File: config.mk
export PLATFORM = sky130hd
export DESIGN_NAME = rx_frame_ctrl_flat
export DESIGN_NICKNAME = d
export VERILOG_FILES = /design/src/rtl/rx_frame_ctrl_pkg.sv /design/src/rtl/rx_frame_ctrl_if.sv /design/src/rtl/rx_frame_ctrl_watchdog.sv /design/src/rtl/rx_frame_ctrl.sv /design/src/flat_wrapper.sv
export SDC_FILE = /design/constraint.sdc
export NUM_CORES = 1
export LEC_CHECK = 0
export ABC_CLOCK_PERIOD_IN_PS = 2100
export BUFFER_PORTS_ARGS = -buffer_cell sky130_fd_sc_hd__buf_2
export CORE_MARGIN = 3
export CORE_UTILIZATION = 50
export DETAILED_ROUTE_END_ITERATION = 6
export PLACE_DENSITY = 0.8
export REMOVE_ABC_BUFFERS = 1
export SKIP_CTS_REPAIR_TIMING = 1
export SYNTH_ARGS = -nofsm -noshare
export SYNTH_HDL_FRONTEND = slang
export SYNTH_SLANG_ARGS = --single-unit
File: constraint.sdc
create_clock -name clk -period 2.1 [get_ports clk]
set_input_delay 0.42 -clock clk [delete_from_list [all_inputs] [get_ports clk]]
set_output_delay 0.42 -clock clk [all_outputs]
set_load 0.01 [all_outputs]
File: src/rtl/rx_frame_ctrl_pkg.sv
`default_nettype none
//------------------------------------------------------------------------------
// Module : rx_ctrl_pkg
// Brief  : Mode and state encodings shared by the receive frame sequencer and
//          the depacketizer.
// Rev    : 1.0
//------------------------------------------------------------------------------
package rx_ctrl_pkg;

  localparam logic [3:0] MODE_NONE = 4'b0000;
  localparam logic [3:0] MODE_BPSK = 4'b0001;
  localparam logic [3:0] MODE_QPSK = 4'b0010;
  localparam logic [3:0] MODE_MIX  = 4'b0100;

  typedef enum logic [2:0] {
    STATE_IDLE  = 3'd0,
    STATE_PASS  = 3'd1,
    STATE_ARM   = 3'd2,
    STATE_SYNC  = 3'd3,
    STATE_RECV  = 3'd4,
    STATE_FLUSH = 3'd5
  } state_t;

  function automatic logic is_pass_mode(input logic [3:0] mode);
    return (mode == MODE_BPSK) || (mode == MODE_QPSK);
  endfunction

endpackage
`default_nettype wire

File: src/rtl/rx_frame_ctrl_if.sv
`default_nettype none
//------------------------------------------------------------------------------
// Module : rx_frame_ctrl_if
// Brief  : Detector, depacketizer-control and statistics signals of the
//          receive frame sequencer.
// Rev    : 1.0
//------------------------------------------------------------------------------
interface rx_frame_ctrl_if #(
  parameter int CNT_WIDTH = 16
);
  logic                 enable;
  logic [3:0]           cfg_mode;
  logic                 SD_flag;
  logic                 PD_flag;
  logic                 BD_flag;
  logic                 pkt_last;
  logic [3:0]           MODE_CTRL;
  logic                 dpkt_rst;
  logic                 clr_det;
  logic                 busy;
  logic [2:0]           state_o;
  logic [CNT_WIDTH-1:0] frame_cnt;
  logic [CNT_WIDTH-1:0] sync_err_cnt;
  logic [CNT_WIDTH-1:0] rx_err_cnt;
  logic                 err_pulse;

  modport master (
    input  enable, cfg_mode, SD_flag, PD_flag, BD_flag, pkt_last,
    output MODE_CTRL, dpkt_rst, clr_det, busy, state_o,
           frame_cnt, sync_err_cnt, rx_err_cnt, err_pulse
  );

  modport slave (
    output enable, cfg_mode, SD_flag, PD_flag, BD_flag, pkt_last,
    input  MODE_CTRL, dpkt_rst, clr_det, busy, state_o,
           frame_cnt, sync_err_cnt, rx_err_cnt, err_pulse
  );
endinterface
`default_nettype wire

File: src/rtl/rx_frame_ctrl_watchdog.sv
`default_nettype none
//------------------------------------------------------------------------------
// Module : rx_watchdog
// Brief  : Clearable cycle counter with a terminal-count compare against a
//          runtime-selected limit.
// Rev    : 1.0
//------------------------------------------------------------------------------
module rx_watchdog #(
  parameter int WIDTH = 16
) (
  input  logic             clk,
  input  logic             rst_n,
  input  logic             i_clr,
  input  logic             i_en,
  input  logic [WIDTH-1:0] i_limit,
  output logic             o_tc
);
  localparam logic [WIDTH-1:0] c_one = WIDTH'(1);

  logic [WIDTH-1:0] r_cnt;

  always_ff @(posedge clk or negedge rst_n) begin
    if (!rst_n) begin
      r_cnt <= '0;
    end else if (i_clr) begin
      r_cnt <= '0;
    end else if (i_en) begin
      r_cnt <= r_cnt + c_one;
    end
  end

  // i_limit is the last permitted count, so the pulse marks the final cycle.
  assign o_tc = i_en && !i_clr && (r_cnt == i_limit);

endmodule
`default_nettype wire

File: src/rtl/rx_frame_ctrl.sv
`default_nettype none
//------------------------------------------------------------------------------
// Module : rx_frame_ctrl
// Brief  : Receive frame sequencer arming the depacketizer after detection,
//          with sync/receive watchdogs, post-frame flush and statistics.
// Rev    : 1.0
//------------------------------------------------------------------------------
module rx_frame_ctrl
  import rx_ctrl_pkg::*;
#(
  parameter int SYNC_TIMEOUT = 1024,
  parameter int RX_TIMEOUT   = 16'hFFFF,
  parameter int FLUSH_CC     = 4,
  parameter int CNT_WIDTH    = 16
) (
  input  logic            clk,
  input  logic            rst_n,
  rx_frame_ctrl_if.master bus
);
  localparam int WD_MAX = (SYNC_TIMEOUT > RX_TIMEOUT) ? SYNC_TIMEOUT : RX_TIMEOUT;
  localparam int WD_W   = $clog2(WD_MAX + 1);
  localparam int FC_W   = $clog2(FLUSH_CC);

  localparam logic [WD_W-1:0]      c_sync_last  = WD_W'(SYNC_TIMEOUT - 1);
  localparam logic [WD_W-1:0]      c_rx_last    = WD_W'(RX_TIMEOUT - 1);
  localparam logic [FC_W-1:0]      c_flush_last = FC_W'(FLUSH_CC - 1);
  localparam logic [FC_W-1:0]      c_flush_one  = FC_W'(1);
  localparam logic [CNT_WIDTH-1:0] c_cnt_one    = CNT_WIDTH'(1);

  state_t               r_state;
  logic [3:0]           r_cfg;
  logic [3:0]           r_mode_ctrl;
  logic                 r_dpkt_rst;
  logic                 r_clr_det;
  logic                 r_busy;
  logic                 r_err_pulse;
  logic [FC_W-1:0]      r_flush_cnt;
  logic [CNT_WIDTH-1:0] r_frame_cnt;
  logic [CNT_WIDTH-1:0] r_sync_err_cnt;
  logic [CNT_WIDTH-1:0] r_rx_err_cnt;

  logic            w_abort;
  logic            w_go_recv;
  logic            w_wd_clr;
  logic            w_wd_en;
  logic            w_wd_tc;
  logic [WD_W-1:0] w_wd_limit;

  assign w_abort   = !bus.enable || (bus.cfg_mode != r_cfg);
  assign w_go_recv = bus.BD_flag && bus.PD_flag;

  // One watchdog serves both phases: it restarts on SYNC entry (cleared
  // while in ARM) and again on the SYNC->RECV hand-over.
  assign w_wd_en    = (r_state == STATE_SYNC) || (r_state == STATE_RECV);
  assign w_wd_clr   = !w_wd_en || ((r_state == STATE_SYNC) && w_go_recv);
  assign w_wd_limit = (r_state == STATE_RECV) ? c_rx_last : c_sync_last;

  rx_watchdog #(
    .WIDTH (WD_W)
  ) u_watchdog (
    .clk     (clk),
    .rst_n   (rst_n),
    .i_clr   (w_wd_clr),
    .i_en    (w_wd_en),
    .i_limit (w_wd_limit),
    .o_tc    (w_wd_tc)
  );

  always_ff @(posedge clk or negedge rst_n) begin
    if (!rst_n) begin
      r_state        <= STATE_IDLE;
      r_cfg          <= MODE_NONE;
      r_mode_ctrl    <= MODE_NONE;
      r_dpkt_rst     <= 1'b1;
      r_clr_det      <= 1'b0;
      r_busy         <= 1'b0;
      r_err_pulse    <= 1'b0;
      r_flush_cnt    <= '0;
      r_frame_cnt    <= '0;
      r_sync_err_cnt <= '0;
      r_rx_err_cnt   <= '0;
    end else begin
      r_clr_det   <= 1'b0;
      r_err_pulse <= 1'b0;

      // Depacketizer controls follow the state register by one cycle.
      case (r_state)
        STATE_IDLE:  begin r_mode_ctrl <= MODE_NONE; r_dpkt_rst <= 1'b1; end
        STATE_PASS:  begin r_mode_ctrl <= r_cfg;     r_dpkt_rst <= 1'b0; end
        STATE_FLUSH: begin r_mode_ctrl <= MODE_MIX;  r_dpkt_rst <= 1'b1; end
        default:     begin r_mode_ctrl <= MODE_MIX;  r_dpkt_rst <= 1'b0; end
      endcase

      if (r_state != STATE_FLUSH) begin
        r_flush_cnt <= '0;
      end

      case (r_state)
        STATE_IDLE: begin
          if (bus.enable && is_pass_mode(bus.cfg_mode)) begin
            r_state <= STATE_PASS;
            r_cfg   <= bus.cfg_mode;
            r_busy  <= 1'b0;
          end else if (bus.enable && (bus.cfg_mode == MODE_MIX)) begin
            r_state   <= STATE_FLUSH;
            r_cfg     <= bus.cfg_mode;
            r_busy    <= 1'b1;
            r_clr_det <= 1'b1;
          end
        end
        STATE_PASS: begin
          if (w_abort) begin
            r_state <= STATE_IDLE;
            r_busy  <= 1'b0;
          end
        end
        STATE_ARM: begin
          if (w_abort) begin
            r_state <= STATE_IDLE;
            r_busy  <= 1'b0;
          end else if (bus.SD_flag) begin
            r_state <= STATE_SYNC;
            r_busy  <= 1'b1;
          end
        end
        STATE_SYNC: begin
          if (w_abort) begin
            r_state <= STATE_IDLE;
            r_busy  <= 1'b0;
          end else if (w_go_recv) begin
            r_state <= STATE_RECV;
          end else if (!bus.SD_flag) begin
            r_state <= STATE_ARM;
            r_busy  <= 1'b0;
          end else if (w_wd_tc) begin
            r_state        <= STATE_FLUSH;
            r_clr_det      <= 1'b1;
            r_err_pulse    <= 1'b1;
            r_sync_err_cnt <= r_sync_err_cnt + c_cnt_one;
          end
        end
        STATE_RECV: begin
          if (w_abort) begin
            r_state <= STATE_IDLE;
            r_busy  <= 1'b0;
          end else if (bus.pkt_last) begin
            r_state     <= STATE_FLUSH;
            r_clr_det   <= 1'b1;
            r_frame_cnt <= r_frame_cnt + c_cnt_one;
          end else if (w_wd_tc) begin
            r_state      <= STATE_FLUSH;
            r_clr_det    <= 1'b1;
            r_err_pulse  <= 1'b1;
            r_rx_err_cnt <= r_rx_err_cnt + c_cnt_one;
          end
        end
        STATE_FLUSH: begin
          if (w_abort) begin
            r_state <= STATE_IDLE;
            r_busy  <= 1'b0;
          end else if (r_flush_cnt == c_flush_last) begin
            r_state <= STATE_ARM;
            r_busy  <= 1'b0;
          end else begin
            r_flush_cnt <= r_flush_cnt + c_flush_one;
          end
        end
        default: begin
          r_state <= STATE_IDLE;
          r_busy  <= 1'b0;
        end
      endcase
    end
  end

  assign bus.MODE_CTRL    = r_mode_ctrl;
  assign bus.dpkt_rst     = r_dpkt_rst;
  assign bus.clr_det      = r_clr_det;
  assign bus.busy         = r_busy;
  assign bus.state_o      = r_state;
  assign bus.frame_cnt    = r_frame_cnt;
  assign bus.sync_err_cnt = r_sync_err_cnt;
  assign bus.rx_err_cnt   = r_rx_err_cnt;
  assign bus.err_pulse    = r_err_pulse;

endmodule
`default_nettype wire

File: src/flat_wrapper.sv
// flat-port wrapper written by rule: the top's interface ports become plain ports
module rx_frame_ctrl_flat import rx_ctrl_pkg::*;
#(
  parameter int SYNC_TIMEOUT = 1024,
  parameter int RX_TIMEOUT   = 16'hFFFF,
  parameter int FLUSH_CC     = 4,
  parameter int CNT_WIDTH    = 16
)
  (clk, rst_n, bus_enable, bus_cfg_mode, bus_SD_flag, bus_PD_flag, bus_BD_flag, bus_pkt_last, bus_MODE_CTRL, bus_dpkt_rst, bus_clr_det, bus_busy, bus_state_o, bus_frame_cnt, bus_sync_err_cnt, bus_rx_err_cnt, bus_err_pulse);
  rx_frame_ctrl_if #(.CNT_WIDTH(CNT_WIDTH)) bus_i ();
  input  logic clk;
  input  logic rst_n;
  input wire logic [$bits(bus_i.enable)-1:0] bus_enable;
  input wire logic [$bits(bus_i.cfg_mode)-1:0] bus_cfg_mode;
  input wire logic [$bits(bus_i.SD_flag)-1:0] bus_SD_flag;
  input wire logic [$bits(bus_i.PD_flag)-1:0] bus_PD_flag;
  input wire logic [$bits(bus_i.BD_flag)-1:0] bus_BD_flag;
  input wire logic [$bits(bus_i.pkt_last)-1:0] bus_pkt_last;
  output wire logic [$bits(bus_i.MODE_CTRL)-1:0] bus_MODE_CTRL;
  output wire logic [$bits(bus_i.dpkt_rst)-1:0] bus_dpkt_rst;
  output wire logic [$bits(bus_i.clr_det)-1:0] bus_clr_det;
  output wire logic [$bits(bus_i.busy)-1:0] bus_busy;
  output wire logic [$bits(bus_i.state_o)-1:0] bus_state_o;
  output wire logic [$bits(bus_i.frame_cnt)-1:0] bus_frame_cnt;
  output wire logic [$bits(bus_i.sync_err_cnt)-1:0] bus_sync_err_cnt;
  output wire logic [$bits(bus_i.rx_err_cnt)-1:0] bus_rx_err_cnt;
  output wire logic [$bits(bus_i.err_pulse)-1:0] bus_err_pulse;
  assign bus_i.enable = bus_enable;
  assign bus_i.cfg_mode = bus_cfg_mode;
  assign bus_i.SD_flag = bus_SD_flag;
  assign bus_i.PD_flag = bus_PD_flag;
  assign bus_i.BD_flag = bus_BD_flag;
  assign bus_i.pkt_last = bus_pkt_last;
  assign bus_MODE_CTRL = bus_i.MODE_CTRL;
  assign bus_dpkt_rst = bus_i.dpkt_rst;
  assign bus_clr_det = bus_i.clr_det;
  assign bus_busy = bus_i.busy;
  assign bus_state_o = bus_i.state_o;
  assign bus_frame_cnt = bus_i.frame_cnt;
  assign bus_sync_err_cnt = bus_i.sync_err_cnt;
  assign bus_rx_err_cnt = bus_i.rx_err_cnt;
  assign bus_err_pulse = bus_i.err_pulse;
  rx_frame_ctrl #(.SYNC_TIMEOUT(SYNC_TIMEOUT), .RX_TIMEOUT(RX_TIMEOUT), .FLUSH_CC(FLUSH_CC), .CNT_WIDTH(CNT_WIDTH)) u_core (.clk(clk), .rst_n(rst_n), .bus(bus_i));
endmodule
==> out/metrics.yaml <==
timing:
  fin_ws_ps: 116
  finalClockSkew_ps: 9.79
  period_share_pct: 94.5
  finalSetupViolations: 0
  tns_ps: 0
  rsz0062_at_grt: "no"
  tightest_slew_ps: 535
  max_slew_margin_pct: 64.1
  finalCriticalPeriod_ps: 1980
  max_freq_mhz: 504
  finalMaxSlewViolations: 0
  finalHoldViolCount: 0
floorplanning:
  die-area_um2: 9500
  io_pins: 70
  die_h_um: 97.5
  num_rows: 32
  start_util_pct: 52.8
  die_w_um: 97.5
  coreArea_um2: 7930
placed_design:
  dp_cells: 588
  finalWeightedCongestion: 0.883
  numPortBuffers: 69
  dpl.hpwl_mm: 6.87
  post-place-ws_ps: 78.2
yosys:
  synth_area_leaders: "dfrtp_1, xnor2_1, xor2_1"
  syn-instance-count: 401
  yosysTopAreaCellShare_pct: 47.8
  ys_ff_latch: 81
  ys_types: 56
  synth_edf_count: 0
  synth_top_cell_by_area: "dfrtp_1"
  synth_ff_type: "dfrtp_1"
  yosys_warnings: 0
  syn_avg_cell_area_um2: 10.4
  yosysSeqAreaShare_pct: 48.5
  synth-async-reset-ratio_pct: 100
  syn_area_um2: 4180
setup_path:
  critPathKind: "register to register"
  crit_fanout: 9
  arrival_ps: 2170
  critical_path_required_ps: 2290
  end_kind: "register"
  start_kind: "register"
  regToRegSetupSlack_ps: 120
route:
  drc: 0
  vias: 3369
  routed_wl_mm: 9.48
  firstDrtPassIters: 4
  via_per_inst: 5.58
  ant_nets: 0
  drt_iter0_drc: 189
  wl_per_cell_um: 15.7
clock_network:
  path_clk_slew_ps: 80
  insertion_delay_ps: 350
  cts_buffers: 9
  cts-root-buf: "clkbuf_8"
  cts.sinks: 81
  cts_buffer_depth: 2
  tritoncts: "done"
  h-tree-depth: 3
flow_run:
  maxCapViolCount: 0
layout:
  instances_no_fill: 604
  fin_util_pct: 63.5
  antenna_cells: 0
  drive_gt1_share_pct: 27.1
  n_fill_cell: 638
  area_growth_pct: 20.4
  layout.nets: 514
power_and_ir_drop:
  switching_share_pct: 23.5
  combinationalPowerShare_pct: 7.0
  p_leak_nw: 2.46
  powerDensity_nw_per_um2: 617
  switchingPower_uw: 730
  intPower_mw: 2.38
  seq_power_share_pct: 51.6
  ir_drop_uv: 501
  p_clk_share_pct: 41.4
grt:
  grt_max_degree: 36
  antenna_found_initial: 0
  grt_pass1_wl_mm: 15.9
  grt_pass1_vias: 3310
  overflow: 0
  grt_usage_pct: 20.4
status:
  status: "finished clean"
worst_hold_path:
  hold_path_class: "primary input to async pin"
## path summary, 6_finish.rpt
kind / from / depth (start not counted) / to
hold / removal: rst_n / 1 / u_core.u_watchdog.r_cnt[8]
setup / recovery: u_core.bus.state_o[2] / 6 / u_core.bus.state_o[0]
setup reg to reg: u_core.bus.state_o[2] / 6 / u_core.bus.state_o[0]
min in group clk: bus_cfg_mode[0] / 2 / u_core.r_cfg[0]
max in group asynchronous: rst_n / 2 / u_core.bus.dpkt_rst
hold reg to reg: u_core.bus.frame_cnt[15] / 1 / u_core.bus.frame_cnt[15]
## power by group through the flow
stage          sequential, mW  combinational, mW  clock, mW
2_1_floorplan            1.64              0.100          0
3_3_place_gp             1.64              0.213          0
3_5_place_dp             1.64              0.217          0
4_1_cts                  1.61              0.219       1.32
5_1_grt                  1.61              0.239       1.40
6_report                 1.61              0.218       1.29
## layer usage
layer	up-vias	wire length [um]	GRT usage [%]
met3	6	394	5.17
met1	1670	4340	27.7
li1	1610	-	-
met5	-	0	0
met4	0	100	4.69
met2	83	4650	33.2
## cell usage in the layout (no fill, tap or decap), types with 2 or more instances in the layout
cell | netlist | routed
dfrtp_1 | 80 | 80
buf_2 | 2 | 68
xnor2_1 | 42 | 42
nor2_1 | 38 | 38
nand2_1 | 31 | 31
buf_4 | 1 | 30
nand4_1 | 27 | 27
xor2_1 | 21 | 21
nand3_1 | 20 | 20
and2_1 | 14 | 14
nor3_1 | 14 | 14
and3_1 | 12 | 12
clkbuf_8 | 0 | 10
and4_1 | 7 | 7
inv_1 | 6 | 6
o21ai_0 | 6 | 6
or3_1 | 6 | 6
ha_1 | 6 | 6
a21oi_1 | 5 | 5
mux2_2 | 4 | 4
nand2b_1 | 3 | 3
nor2b_1 | 3 | 3
nor4_1 | 3 | 3
nand3b_1 | 2 | 2
xnor2_2 | 2 | 2
nand3_2 | 2 | 2
nor4b_2 | 1 | 2
nor4b_1 | 3 | 2
o221ai_1 | 2 | 2
o211ai_1 | 2 | 2
bufinv_16 | 0 | 2
## through the flow
stage | hold WS, ps | instance area, um^2 | power [mW]
CTS | 26.3 | 5020 | 3.14
finish | 22.2 | 5040 | 3.11
detailed placement | 410 | 4790 | 1.85
global placement | 401 | 4790 | 1.85
floorplan | 124 | 4080 | 1.74
global route | 24.5 | 5040 | 3.25
## flip-flops by register name, summed over array words and instances, names as in the netlist, 2 cells and up
register                 cells
u_core.bus.rx_err_cnt       16
u_core.bus.state_o           3
u_core.r_flush_cnt           2
u_core.u_watchdog.r_cnt     16
u_core.r_cfg                 4
u_core.bus.MODE_CTRL         4
u_core.bus.frame_cnt        16
u_core.bus.sync_err_cnt     16
## worst max-delay path: stages (launching register included)
cell and delay, ps:
dfrtp_1 440, buf_4 200, or3b_1 380, o22a_1 190, o32a_1 320, nand3_1 160, o311ai_1 140
## cell type report
class | instances | area, um^2 | area share (%)
multi-input combinational | 300 | 2040 | 40.6
tap | 102 | 128 | 2.53
timing repair buffer | 99 | 586 | 11.6
sequential | 81 | 2030 | 40.3
clock inverter | 6 | 90.1 | 1.79
inverter | 6 | 22.5 | 0.447
clock buffer | 10 | 138 | 2.73
## Yosys cell counts, types with 6 or more instances
cell type and n:
and2_1 14, and3_1 12, and4_1 7, buf_6 6
dfrtp_1 80, ha_1 6, inv_1 6, nand2_1 31
nand3_1 20, nand4_1 27, nor2_1 38, nor3_1 14
o21ai_0 6, or3_1 6, xnor2_1 42, xor2_1 21
## cells by family (layout without fill, tap and decap cells)
kind of cell	count (synthesis)	in the layout	synth area share, %
xor+xnor	65	65	14.0
fa+ha+maj	6	6	1.79
simple gates	195	195	26.2
buf+inv	20	121	3.02
mux	6	6	1.58
compound gates	28	28	4.93
flops	81	81	48.5
Power figures use the tool's default switching activity.
